[config.mk]
export PLATFORM = sky130hd
export DESIGN_NAME = reg_file_2r1w
export DESIGN_NICKNAME = d
export VERILOG_FILES = /design/src/rtl/reg_file_2r1w.sv
export SDC_FILE = /design/constraint.sdc
export NUM_CORES = 1
export LEC_CHECK = 0
export BUFFER_PORTS_ARGS = -buffer_cell sky130_fd_sc_hd__buf_4
export CORE_UTILIZATION = 52
export CTS_CLUSTER_SIZE = 12
export DETAILED_ROUTE_END_ITERATION = 6
export PLACE_DENSITY_LB_ADDON = 0.08
export SKIP_LAST_GASP = 1
export SYNTH_ARGS = -nofsm -noshare
export SYNTH_HDL_FRONTEND = slang
export SYNTH_SLANG_ARGS = --single-unit
[constraint.sdc]
create_clock -name clk -period 1.2 [get_ports clk]
set_clock_uncertainty 0.05 [all_clocks]
set_input_delay 0.06 -clock clk [delete_from_list [all_inputs] [get_ports clk]]
set_output_delay 0.06 -clock clk [all_outputs]
set_load 0.005 [all_outputs]
[src/rtl/reg_file_2r1w.sv]
// reg_file_2r1w: two-read / one-write register file with registered read ports.
// Optional write-to-read forwarding is enabled by defining REG_FILE_BYPASS_EN.
// Without it, a read of the entry being written returns the old value.
// With ZERO_REG != 0, entry 0 is hardwired to zero.
module reg_file_2r1w #(
  parameter int unsigned WIDTH    = 8,
  parameter int unsigned DEPTH    = 8,
  parameter int unsigned ZERO_REG = 0,
  localparam int unsigned AW      = $clog2(DEPTH)
) (
  input  logic             clk,
  input  logic             rst_n,
  input  logic             clr,
  input  logic             we,
  input  logic [AW-1:0]    waddr,
  input  logic [WIDTH-1:0] wdata,
  input  logic             re_a,
  input  logic             re_b,
  input  logic [AW-1:0]    raddr_a,
  input  logic [AW-1:0]    raddr_b,
  output logic [WIDTH-1:0] rdata_a,
  output logic [WIDTH-1:0] rdata_b,
  output logic             rvalid_a,
  output logic             rvalid_b
);

  localparam int unsigned AW1 = AW + 1;
  localparam logic [AW1-1:0] DEPTH_W = AW1'(DEPTH);

  logic [WIDTH-1:0] mem_q [DEPTH];
  logic [WIDTH-1:0] mem_d [DEPTH];
  logic [WIDTH-1:0] rdata_a_q, rdata_a_d;
  logic [WIDTH-1:0] rdata_b_q, rdata_b_d;
  logic             rvalid_a_q, rvalid_a_d;
  logic             rvalid_b_q, rvalid_b_d;
  logic             zero_en;
  logic             wr_ok, ok_a, ok_b, byp_a, byp_b;

  // Address qualification: range checks, zero-register masking and forwarding hits.
  always_comb begin
    zero_en = (ZERO_REG != 0);
    wr_ok   = we && !clr && ({1'b0, waddr} < DEPTH_W) && !(zero_en && (waddr == '0));
    ok_a    = ({1'b0, raddr_a} < DEPTH_W) && !(zero_en && (raddr_a == '0));
    ok_b    = ({1'b0, raddr_b} < DEPTH_W) && !(zero_en && (raddr_b == '0));
`ifdef REG_FILE_BYPASS_EN
    byp_a   = wr_ok && (waddr == raddr_a);
    byp_b   = wr_ok && (waddr == raddr_b);
`else
    byp_a   = 1'b0;
    byp_b   = 1'b0;
`endif
  end

  // Next-state of the storage array: clear wins over write.
  always_comb begin
    for (int unsigned i = 0; i < DEPTH; i++) begin
      mem_d[i] = clr ? '0 : mem_q[i];
    end
    if (wr_ok) begin
      mem_d[waddr] = wdata;
    end
  end

  // Read ports: capture on enable, otherwise hold data and drop valid.
  always_comb begin
    rdata_a_d  = rdata_a_q;
    rdata_b_d  = rdata_b_q;
    rvalid_a_d = re_a;
    rvalid_b_d = re_b;
    if (re_a) begin
      if (clr || !ok_a) rdata_a_d = '0;
      else if (byp_a)   rdata_a_d = wdata;
      else              rdata_a_d = mem_q[raddr_a];
    end
    if (re_b) begin
      if (clr || !ok_b) rdata_b_d = '0;
      else if (byp_b)   rdata_b_d = wdata;
      else              rdata_b_d = mem_q[raddr_b];
    end
  end

  // State registers with asynchronous clear of everything.
  always_ff @(posedge clk or negedge rst_n) begin
    if (!rst_n) begin
      for (int unsigned i = 0; i < DEPTH; i++) begin
        mem_q[i] <= '0;
      end
      rdata_a_q  <= '0;
      rdata_b_q  <= '0;
      rvalid_a_q <= 1'b0;
      rvalid_b_q <= 1'b0;
    end else begin
      mem_q      <= mem_d;
      rdata_a_q  <= rdata_a_d;
      rdata_b_q  <= rdata_b_d;
      rvalid_a_q <= rvalid_a_d;
      rvalid_b_q <= rvalid_b_d;
    end
  end

  assign rdata_a  = rdata_a_q;
  assign rdata_b  = rdata_b_q;
  assign rvalid_a = rvalid_a_q;
  assign rvalid_b = rvalid_b_q;

endmodule

==> run summary <==
Rows - 33
Worst-path fanout max - 3
Top cell type's share of synthesized area - 45.07%
Vias per cell - 5.725
Top post-synthesis cells by area - dfrtp_1, mux2_2, nor2b_1
Most frequent cells after synthesis - mux2_2, dfrtp_1, nor2b_1
Post-Syn Area - 0.004553 sq mm
Grt ovf - 0
Largest net degree at the start of global routing - 41
Filler Cell Count - 648
Placeable Area - 0.008341 sq mm
Dpl cell area - 0.005279 sq mm
GRT Util Overall - 27.67%
Final setup TNS - -0.9270 ns
Final HPWL DP - 8.002 mm
Final Slew Violations - 0
Rel. slew slack - 69.89%
Die area - 0.009135 sq mm
GPL Wtd Cong - 0.8065
I/O Buffers - 40
Worst R2R End - rdata_a[6]
Critical path class - reg2reg
Syn Area/Cell - 12.31 sq um
EDFF count, synth - 0
Num CTS Buffers - 9
Tot Pwr - 5.864 mW
RSZ-0062 raised after global routing - true
Hold Path Depth - 3
Die H - 95.58 um
Die W - 95.58 um
Final Non-Filler Cells - 567
Part of the Yosys area used for sequential elements - 45.07%
WP data arrival - 1.50 ns
Max Fclk - 0.7596 GHz
Initial antenna violation count - 0
Post-route worst setup slack - -0.1165 ns
WP data required - 1.39 ns
Final-report setup violation count - 16
VDD IR max - 601.7 uV
P&R area growth vs syn - 24.46%
Drt first pass iters - 4
Drt drc - 0
Worst slew pin tran - 0.4505 ns
First-pass GRT wire length - 18.26 mm
Hold WS - 0.04262 ns
Clock Path Buffers - 2
Synth Warn # - 0
Pre-CTS WS - -0.1669 ns
Initial Util - 54.59%
Violated checks - negative setup slack
Clock Latency Late Sink - 0.36 ns
DRT iter0 DRCs - 138
Via count - 3246
Routed Antenna Nets - 0
H-Tree Level Count - 3
Setup crit end kind - flip-flop
Post-synth ARST share - 100.0%
CTS tree - built
TritonCTS Sinks - 82
Drt wl/cell - 20.14 um
Status - complete, but fails checks
CTS root buf - clkbuf_8
Worst Hold Class - in2reg
Synth Instances - 370
Finished Core Util - 67.94%
Share of layout cells above drive strength 1 - 50.00%
Distinct cells, synth - 27
Final Hold Fails - 0
Max Cap Viol - 0
Hold Crit Start - raddr_b[2]
Pwr Density - 1035 mW/mm^2
Worst hold path endpoint - rdata_b[2]
Fin crit period - 1.316 ns
R2r setup slk - -0.12 ns
Final wirelength - 11.42 mm
Yosys reg bits - 82
Top-count cell post-synth - mux2_2
Fin crit share - 109.7%
Reg2Reg Depth - 3
Critical Path Start - mem_q[30]
Post-Syn Nets - 393
Final Net Count - 480
Vias in the first global route - 3380
Antenna cells - 0
Worst r2r src - mem_q[30]
Clock slew at reported path FFs - 0.08 ns
Finished Cell Area - 0.005667 sq mm
Top Ports - 41
Element type at the critical path start - flip-flop
Leak Pwr - 2.694 nW
Cells after DPL - 537
Largest area contributor in the netlist - dfrtp_1
Primary FF master, synth - dfrtp_1
-- timing repair --
item,CTS,global route
setup endpoints to repair,16,16
pin swaps,0,6
hold buffers,11,0
setup buffers,2,1
resized for setup,4,12
hold endpoints to repair,148,0
-- flip-flops by register name, indices dropped and copies added, names as in the netlist --
name and flops:
mem_q 64, rvalid_b 1, rdata_a 8, rdata_b 8
rvalid_a 1
-- routing by layer --
layer | GRT usage (%) | wire length (um)
met5 | 0 | 0
met4 | 7.463 | 134
met3 | 5.263 | 347
met2 | 45.65 | 5661
met1 | 37.40 | 5273
-- cell type report --
cell class	count	area (sq um)	share of cell area, %
sequential	82	2052	36.21
clock inverter	4	50.05	0.8832
clock buffer	12	155.1	2.738
multi-input combinational	249	2377	41.95
tap	105	131.4	2.318
timing repair buffer	101	848.3	14.97
inverter	14	52.55	0.9274
-- kinds of logic (layout without fill, tap and decap cells) --
| logic type | after synthesis | in the layout | synth area share, % |
|---|---|---|---|
| AO/OA/AOI/OAI | 34 | 34 | 5.716 |
| buffers and inverters | 39 | 131 | 3.902 |
| flip-flops | 82 | 82 | 45.07 |
| multiplexers | 108 | 108 | 31.33 |
| AND/OR/NAND/NOR | 107 | 107 | 13.99 |
-- critical path: stages, from the launching register on --
cell and delay [ns]:
dfrtp_1 0.41, mux4_2 0.49, nor2b_2 0.16, o41ai_1 0.09
-- worst max path at each step --
stage | end | cells past startpoint
6_report | rdata_a[6] | 3
2_1_floorplan | mem_q[24] | 3
5_1_grt | rdata_a[4] | 3
3_3_place_gp | rdata_a[7] | 5
4_1_cts | rdata_a[4] | 3
3_5_place_dp | rdata_a[7] | 5
-- placed cells by master (no fill, tap or decap), drive strengths merged --
| cell type | n |
|---|---|
| nand3 | 1 |
| nand2 | 4 |
| clkinv | 1 |
| or3 | 2 |
| clkbuf | 12 |
| a2111oi | 2 |
| dfrtp | 82 |
| clkinvlp | 2 |
| nand2b | 8 |
| mux4 | 16 |
| nor3b | 1 |
| nand3b | 2 |
| o41ai | 2 |
| dlygate4sd3 | 11 |
| nor2b | 70 |
| inv | 14 |
| o22ai | 14 |
| mux2 | 92 |
| a211oi | 2 |
| bufinv | 1 |
| nor2 | 17 |
| nor3 | 1 |
| buf | 90 |
| or4 | 1 |
| o32ai | 14 |
-- where the power goes --
part / leakage (nW) / internal (mW) / switching (mW)
registers: 1.12 / 2.85 / 0.0573
clock network: 0.0986 / 1.07 / 1.03
logic: 1.47 / 0.436 / 0.420
Note: power is estimated with default switching activity, not from simulation.
